--- config.mk ---
export PLATFORM = sky130hd
export DESIGN_NAME = tge_pkt_sim_sched
export DESIGN_NICKNAME = d
export VERILOG_FILES = /design/src/rtl/tge_pkt_sim_sched.sv
export SDC_FILE = /design/constraint.sdc
export NUM_CORES = 1
export LEC_CHECK = 0
export CAP_MARGIN = 0
export CORE_MARGIN = 2
export CORE_UTILIZATION = 55
export DETAILED_ROUTE_END_ITERATION = 10
export GPL_TIMING_DRIVEN = 0
export PLACE_DENSITY_LB_ADDON = 0.2
export SLEW_MARGIN = 20
export SYNTH_ARGS = -nofsm -noshare
export SYNTH_HDL_FRONTEND = slang
export SYNTH_SLANG_ARGS = --single-unit
export TNS_END_PERCENT = 50
--- constraint.sdc ---
create_clock -name user_clk -period 4.7 [get_ports user_clk]
set_input_delay 1.175 -clock user_clk [delete_from_list [all_inputs] [get_ports user_clk]]
set_output_delay 1.175 -clock user_clk [all_outputs]
set_load 0.05 [all_outputs]
--- src/rtl/tge_pkt_sim_sched.sv ---
// tge_pkt_sim_sched: test-frame scheduler for the 10GbE TX streaming path.
// Emits one header beat plus payload_len counter beats every `period` cycles,
// stalls beat issue while tx_afull is high, and keeps a saturating count of
// tx_overflow cycles. All outputs are registered.
// A beat appearing in cycle t is decided from inputs sampled in cycle t-1.
// Optional build macro PKT_SIM_TIMESTAMP_EN replaces the header length field
// with a free-running 32-bit cycle timestamp.
module tge_pkt_sim_sched #(
  parameter int DATA_W   = 64,
  parameter int LEN_W    = 16,
  parameter int PERIOD_W = 32,
  parameter int OVF_W    = 16
) (
  input  logic                user_clk,
  input  logic                user_rst,
  input  logic                enable,
  input  logic [LEN_W-1:0]    payload_len,
  input  logic [PERIOD_W-1:0] period,
  input  logic                tx_afull,
  input  logic                tx_overflow,
  output logic                tx_valid,
  output logic [DATA_W-1:0]   tx_data,
  output logic                tx_end_of_frame,
  output logic [31:0]         pkt_count,
  output logic [OVF_W-1:0]    overflow_count,
  output logic                busy
);

  typedef enum logic [1:0] {
    ST_IDLE = 2'd0,
    ST_HDR  = 2'd1,
    ST_PAY  = 2'd2,
    ST_WAIT = 2'd3
  } state_t;

  state_t              state_r, state_n_s;
  logic [LEN_W-1:0]    len_r;      // payload length latched with the header
  logic [PERIOD_W-1:0] pm1_r;      // max(period,1)-1 latched with the header
  logic [PERIOD_W-1:0] cnt_r;      // cycles since last header, saturating
  logic [LEN_W-1:0]    idx_r;      // index of the last issued payload beat
  logic [31:0]         seq_r;
  logic [OVF_W-1:0]    ovf_r;
  logic                tx_valid_r, tx_eof_r, busy_r;
  logic [DATA_W-1:0]   tx_data_r;

  logic                eof_now_s, start_ok_s, issue_hdr_s, issue_pay_s;
  logic [31:0]         seq_next_s;
  logic [LEN_W-1:0]    idx_inc_s;
  logic [DATA_W-1:0]   hdr_data_s, pay_data_s;

`ifdef PKT_SIM_TIMESTAMP_EN
  logic [31:0]         ts_r;

  // Free-running cycle timestamp, wraps naturally.
  always_ff @(posedge user_clk) begin
    if (user_rst) begin
      ts_r <= 32'd0;
    end else begin
      ts_r <= ts_r + 32'd1;
    end
  end

  // The header carries the timestamp of the cycle in which it appears.
  assign hdr_data_s = {seq_next_s, ts_r + 32'd1};
`else
  assign hdr_data_s = {seq_next_s, 16'h0000, 16'(payload_len)};
`endif

  // The beat on the output right now is the last one of its frame.
  assign eof_now_s  = tx_valid_r & tx_eof_r;
  // Next header may appear next cycle: period elapsed, enabled, room in FIFO.
  assign start_ok_s = enable & ~tx_afull & (cnt_r >= pm1_r);
  // A frame ending now bumps the sequence number for the following header.
  assign seq_next_s = eof_now_s ? (seq_r + 32'd1) : seq_r;
  assign idx_inc_s  = idx_r + LEN_W'(1);
  assign pay_data_s = {seq_r, 32'(idx_inc_s)};

  // Next-state and beat-issue decision for the cycle ahead.
  always_comb begin
    state_n_s   = state_r;
    issue_hdr_s = 1'b0;
    issue_pay_s = 1'b0;
    case (state_r)
      ST_IDLE: begin
        if (enable && !tx_afull) begin
          state_n_s   = ST_HDR;
          issue_hdr_s = 1'b1;
        end else begin
          state_n_s   = ST_IDLE;
        end
      end
      ST_HDR, ST_PAY: begin
        if (eof_now_s) begin
          if (start_ok_s) begin
            state_n_s   = ST_HDR;
            issue_hdr_s = 1'b1;
          end else if (!enable) begin
            state_n_s   = ST_IDLE;
          end else begin
            state_n_s   = ST_WAIT;
          end
        end else begin
          // Frame still has payload; it always completes, enable or not.
          state_n_s   = ST_PAY;
          issue_pay_s = ~tx_afull;
        end
      end
      ST_WAIT: begin
        if (start_ok_s) begin
          state_n_s   = ST_HDR;
          issue_hdr_s = 1'b1;
        end else if (!enable) begin
          state_n_s   = ST_IDLE;
        end else begin
          state_n_s   = ST_WAIT;
        end
      end
      default: begin
        state_n_s = ST_IDLE;
      end
    endcase
  end

  // FSM state, busy flag and sequence number.
  always_ff @(posedge user_clk) begin
    if (user_rst) begin
      state_r <= ST_IDLE;
      busy_r  <= 1'b0;
      seq_r   <= 32'd0;
    end else begin
      state_r <= state_n_s;
      busy_r  <= (state_n_s != ST_IDLE);
      seq_r   <= seq_next_s;
    end
  end

  // Saturating overflow counter, independent of the FSM.
  always_ff @(posedge user_clk) begin
    if (user_rst) begin
      ovf_r <= {OVF_W{1'b0}};
    end else if (tx_overflow && (ovf_r != {OVF_W{1'b1}})) begin
      ovf_r <= ovf_r + OVF_W'(1);
    end else begin
      ovf_r <= ovf_r;
    end
  end

  // Header-to-header spacing counter; restarts at each header, never wraps.
  always_ff @(posedge user_clk) begin
    if (user_rst) begin
      cnt_r <= {PERIOD_W{1'b0}};
    end else if (issue_hdr_s) begin
      cnt_r <= {PERIOD_W{1'b0}};
    end else if (cnt_r != {PERIOD_W{1'b1}}) begin
      cnt_r <= cnt_r + PERIOD_W'(1);
    end else begin
      cnt_r <= cnt_r;
    end
  end

  // Beat generation; a stalled cycle drops valid but holds data and index.
  always_ff @(posedge user_clk) begin
    if (user_rst) begin
      len_r      <= {LEN_W{1'b0}};
      pm1_r      <= {PERIOD_W{1'b0}};
      idx_r      <= {LEN_W{1'b0}};
      tx_valid_r <= 1'b0;
      tx_data_r  <= {DATA_W{1'b0}};
      tx_eof_r   <= 1'b0;
    end else if (issue_hdr_s) begin
      len_r      <= payload_len;
      pm1_r      <= (period == {PERIOD_W{1'b0}}) ? {PERIOD_W{1'b0}} : (period - PERIOD_W'(1));
      idx_r      <= {LEN_W{1'b0}};
      tx_valid_r <= 1'b1;
      tx_data_r  <= hdr_data_s;
      tx_eof_r   <= (payload_len == {LEN_W{1'b0}});
    end else if (issue_pay_s) begin
      idx_r      <= idx_inc_s;
      tx_valid_r <= 1'b1;
      tx_data_r  <= pay_data_s;
      tx_eof_r   <= (idx_inc_s == len_r);
    end else begin
      tx_valid_r <= 1'b0;
    end
  end

  assign tx_valid        = tx_valid_r;
  assign tx_data         = tx_data_r;
  assign tx_end_of_frame = tx_eof_r;
  assign pkt_count       = seq_r;
  assign overflow_count  = ovf_r;
  assign busy            = busy_r;

endmodule
==> flow_metrics.env <==
export IMPL_critPathKind="in -> reg"
export IMPL_p_int_w=0.00271
export IMPL_p_leak_nw=4.61
export IMPL_power_density_nw_per_um2=293
export IMPL_die_w_um=141
export IMPL_grt_usage_pct=28.7
export IMPL_synth_flop_cell="dfxtp_1"
export IMPL_initial_core_util_pct=55.6
export IMPL_swShare_pct=27.7
export IMPL_finalHoldViolCount=0
export IMPL_slew_headroom_pct=30.0
export IMPL_clkPwrFrac_pct=39.1
export IMPL_worst_slew_pin_slew_ps=1050
export IMPL_vias=9850
export IMPL_ctsResizeCount=0
export IMPL_async_flop_share_pct=0
export IMPL_rsz0062_at_grt="false"
export IMPL_comb_power_share_pct=14.0
export IMPL_cts_clk_slew_worst_paths_ps=70
export IMPL_ys_seq_area_share_pct=38.2
export IMPL_start_kind="primary input"
export IMPL_vdd_drop_max_mv=0.264
export IMPL_core_sq_um=18600
export IMPL_r2r_worst_path_cells=10
export IMPL_drcViolationCount=0
export IMPL_cap_viol_max_count=0
export IMPL_ys_types=68
export IMPL_wl_per_cell_um=17.2
export IMPL_min_to="len_r[5]$_SDFFE_PP0P_"
export IMPL_ys_warn_count=0
export IMPL_grt_pass1_wl_um=46200
export IMPL_antennaDiodeCount=0
export IMPL_grt_max_degree=18
export IMPL_cts_root_buf="clkbuf_16"
export IMPL_critPathMaxFanout=10
export IMPL_rr_startpoint="pm1_r[13]$_SDFFE_PP0P_"
export IMPL_layout_min_cycle_time_ps=3640
export IMPL_die_area_sq_um=19900
export IMPL_skew_ps=11.7
export IMPL_ys_top_cells_by_area="dfxtp_1 38%, xor2_1 7.0%, nand2_1 5.1%"
export IMPL_die_h_um=141
export IMPL_fillCellCount=1577
export IMPL_final_nets=1532
export IMPL_area_growth_synth_to_final_pct=23.7
export IMPL_slew_violations=0
export IMPL_synth_edf_count=0
export IMPL_htreeDepth=4
export IMPL_cts_sinks=197
export IMPL_sequentialPowerShare_pct=46.9
export IMPL_worstSetupStartpoint="period[0]"
export IMPL_cts_buffers=17
export IMPL_gp_congestion=0.915
export IMPL_drtPass1Iterations=5
export IMPL_max_freq_mhz=275
export IMPL_setup_viol=0
export IMPL_fin_tns_setup_ps=0
export IMPL_yosys_area_top_type="dfxtp_1"
export IMPL_routed_via_density=5.84
export IMPL_clk_latency_ps=440
export IMPL_status="complete, no violations"
export IMPL_dp_hpwl_um=21300
export IMPL_hold_ws_ps=467
export IMPL_worstPathRequired_ps=5030
export IMPL_r2r_end="len_r[13]$_SDFFE_PP0P_"
export IMPL_overflow=0
export IMPL_cts_tree="done"
export IMPL_antenna_found_initial=1
export IMPL_io_pins=168
export IMPL_synth_cells=1255
export IMPL_rows=50
export IMPL_worstHoldPathCells=2
export IMPL_drive_above_1_share_pct=5.44
export IMPL_wl_um=28900
export IMPL_p_switching_w=0.00104
export IMPL_hold_class="reg -> reg"
export IMPL_postCtsSetupRepairBufs=0
export IMPL_postCtsHoldBufs=0
export IMPL_synth_top_area_share_pct=38.2
export IMPL_finalCritPeriodShare_pct=77.4
export IMPL_synth_area_sq_um=10300
export IMPL_reg2reg_slack_ps=1080
export IMPL_cp_arrival_ps=3970
export IMPL_clockBufferDepth=2
export IMPL_grt_pass1_vias=9108
export IMPL_min_delay_start="len_r[5]$_SDFFE_PP0P_"
export IMPL_ant_nets=0
export IMPL_port_buffers=151
export IMPL_ys_seq_elements=197
export IMPL_syn_avg_cell_area_sq_um=8.24
export IMPL_end_kind="flip-flop"
export IMPL_drtIter0Drc=683
how the worst max path moves through the flow:
stage | endpoint | slack, ps | cells after the start
floorplan | pm1_r[15]$_SDFFE_PP0P_ | 1570 | 8
CTS | pm1_r[8]$_SDFFE_PP0P_ | 1030 | 8
global route | pm1_r[21]$_SDFFE_PP0P_ | 800 | 8
global placement | pm1_r[8]$_SDFFE_PP0P_ | 710 | 10
finish | pm1_r[21]$_SDFFE_PP0P_ | 1060 | 10
detailed placement | pm1_r[8]$_SDFFE_PP0P_ | 600 | 8
power by group through the flow:
stage	sequential (W)	combinational (W)	clock, W
6_report	0.00176	0.000525	0.00147
5_1_grt	0.00176	0.000565	0.00155
4_1_cts	0.00176	0.000522	0.00147
3_5_place_dp	0.00180	0.000518	0
3_3_place_gp	0.00180	0.000511	0
2_1_floorplan	0.00185	0.000277	0
kinds of logic (layout without fill, tap and decap cells):
family / count (synthesis) / after routing / synth area share, %
XOR/XNOR: 143 / 143 / 12.4
adder cells (fa/ha/maj): 39 / 39 / 4.72
flip-flops: 197 / 197 / 38.2
multiplexers: 6 / 6 / 0.581
other: 1 / 16 / 0.0363
buffers and inverters: 136 / 319 / 5.89
AO/OA/AOI/OAI: 197 / 197 / 12.8
AND/OR/NAND/NOR: 536 / 536 / 25.4
stage by stage:
step / instance area [sq um] / cells / total power [W] / util [%] / worst slack (ps)
after floorplan: 10400 / 1270 / 0.00213 / - / 1570
after global placement: 12200 / 1655 / 0.00231 / 65.6 / 707
after detailed placement: 12200 / 1655 / 0.00231 / 65.6 / 598
after CTS: 12800 / 1687 / 0.00375 / 68.8 / 1030
after global routing: 12800 / 1687 / 0.00387 / 68.8 / 802
final: 12800 / 1687 / 0.00375 / 68.8 / 1060
layout by cell type (no fill, tap or decap), types with 7 or more instances in the layout:
cell	n
dfxtp_1	197
clkdlybuf4s50_1	151
nor2_1	140
nand2_1	140
xor2_1	83
nand3_1	61
a21oi_1	58
xnor2_1	58
clkbuf_1	50
inv_1	49
nand4_1	41
ha_1	39
o211ai_1	34
or3_1	26
a31oi_1	23
nor3_1	22
a22oi_1	21
and3_1	21
nor4_1	19
clkbuf_16	17
buf_4	16
conb_1	16
o21ai_0	13
buf_2	13
nand2b_1	10
and4_1	8
or2_2	7
buf_1	7
and2_1	7
a211oi_1	7
area by class of cell:
type	count	area [sq um]	area share, %
sequential	197	3940	30.8
inverter	49	184	1.44
clock buffer	19	433	3.39
tap	234	293	2.29
clock inverter	13	149	1.16
multi-input combinational	937	5850	45.7
timing repair buffer	151	1510	11.8
buffer	87	425	3.33
worst max-delay path: stages:
cell             delay (ps)
clkdlybuf4s50_1         520
inv_1                   100
ha_1                    200
nor2b_1                 210
nand4b_1                400
nor2_1                  350
a31o_2                  190
buf_1                   520
nor2_1                  120
o22a_1                  180
registers in the layout, summed over array words and instances, names as in the netlist, 2 cells and up:
name            flops
cnt_r              32
idx_r              16
len_r              16
overflow_count     16
pkt_count          32
pm1_r              32
state_r             2
tx_data            48
cell usage after synthesis, drive strengths merged (3+ instances only):
| library cell | number |
|---|---|
| a2111oi | 3 |
| a211oi | 7 |
| a21o | 3 |
| a21oi | 59 |
| a22oi | 21 |
| a31oi | 23 |
| a32oi | 3 |
| and2 | 8 |
| and3 | 21 |
| and4 | 8 |
| buf | 39 |
| clkbuf | 48 |
| dfxtp | 197 |
| ha | 39 |
| inv | 49 |
| mux2i | 6 |
| nand2 | 140 |
| nand2b | 10 |
| nand3 | 61 |
| nand3b | 4 |
| nand4 | 42 |
| nand4b | 5 |
| nor2 | 140 |
| nor2b | 5 |
| nor3 | 23 |
| nor4 | 19 |
| o211ai | 34 |
| o21ai | 13 |
| o22a | 6 |
| o31ai | 5 |
| or2 | 9 |
| or3 | 26 |
| or4 | 6 |
| xnor2 | 58 |
| xor2 | 83 |
per-layer routing:
metal  GRT usage, %  wire [um]  part of all wire, %  up-vias
li1               -          -                    -     4738
met2           47.3      13500                   47      378
met1           37.7      12500                   43     4682
met5              0         11                0.038        -
met4           9.00        782                  2.7        2
met3           6.35       2180                  7.5       50
Power figures use the tool's default switching activity.
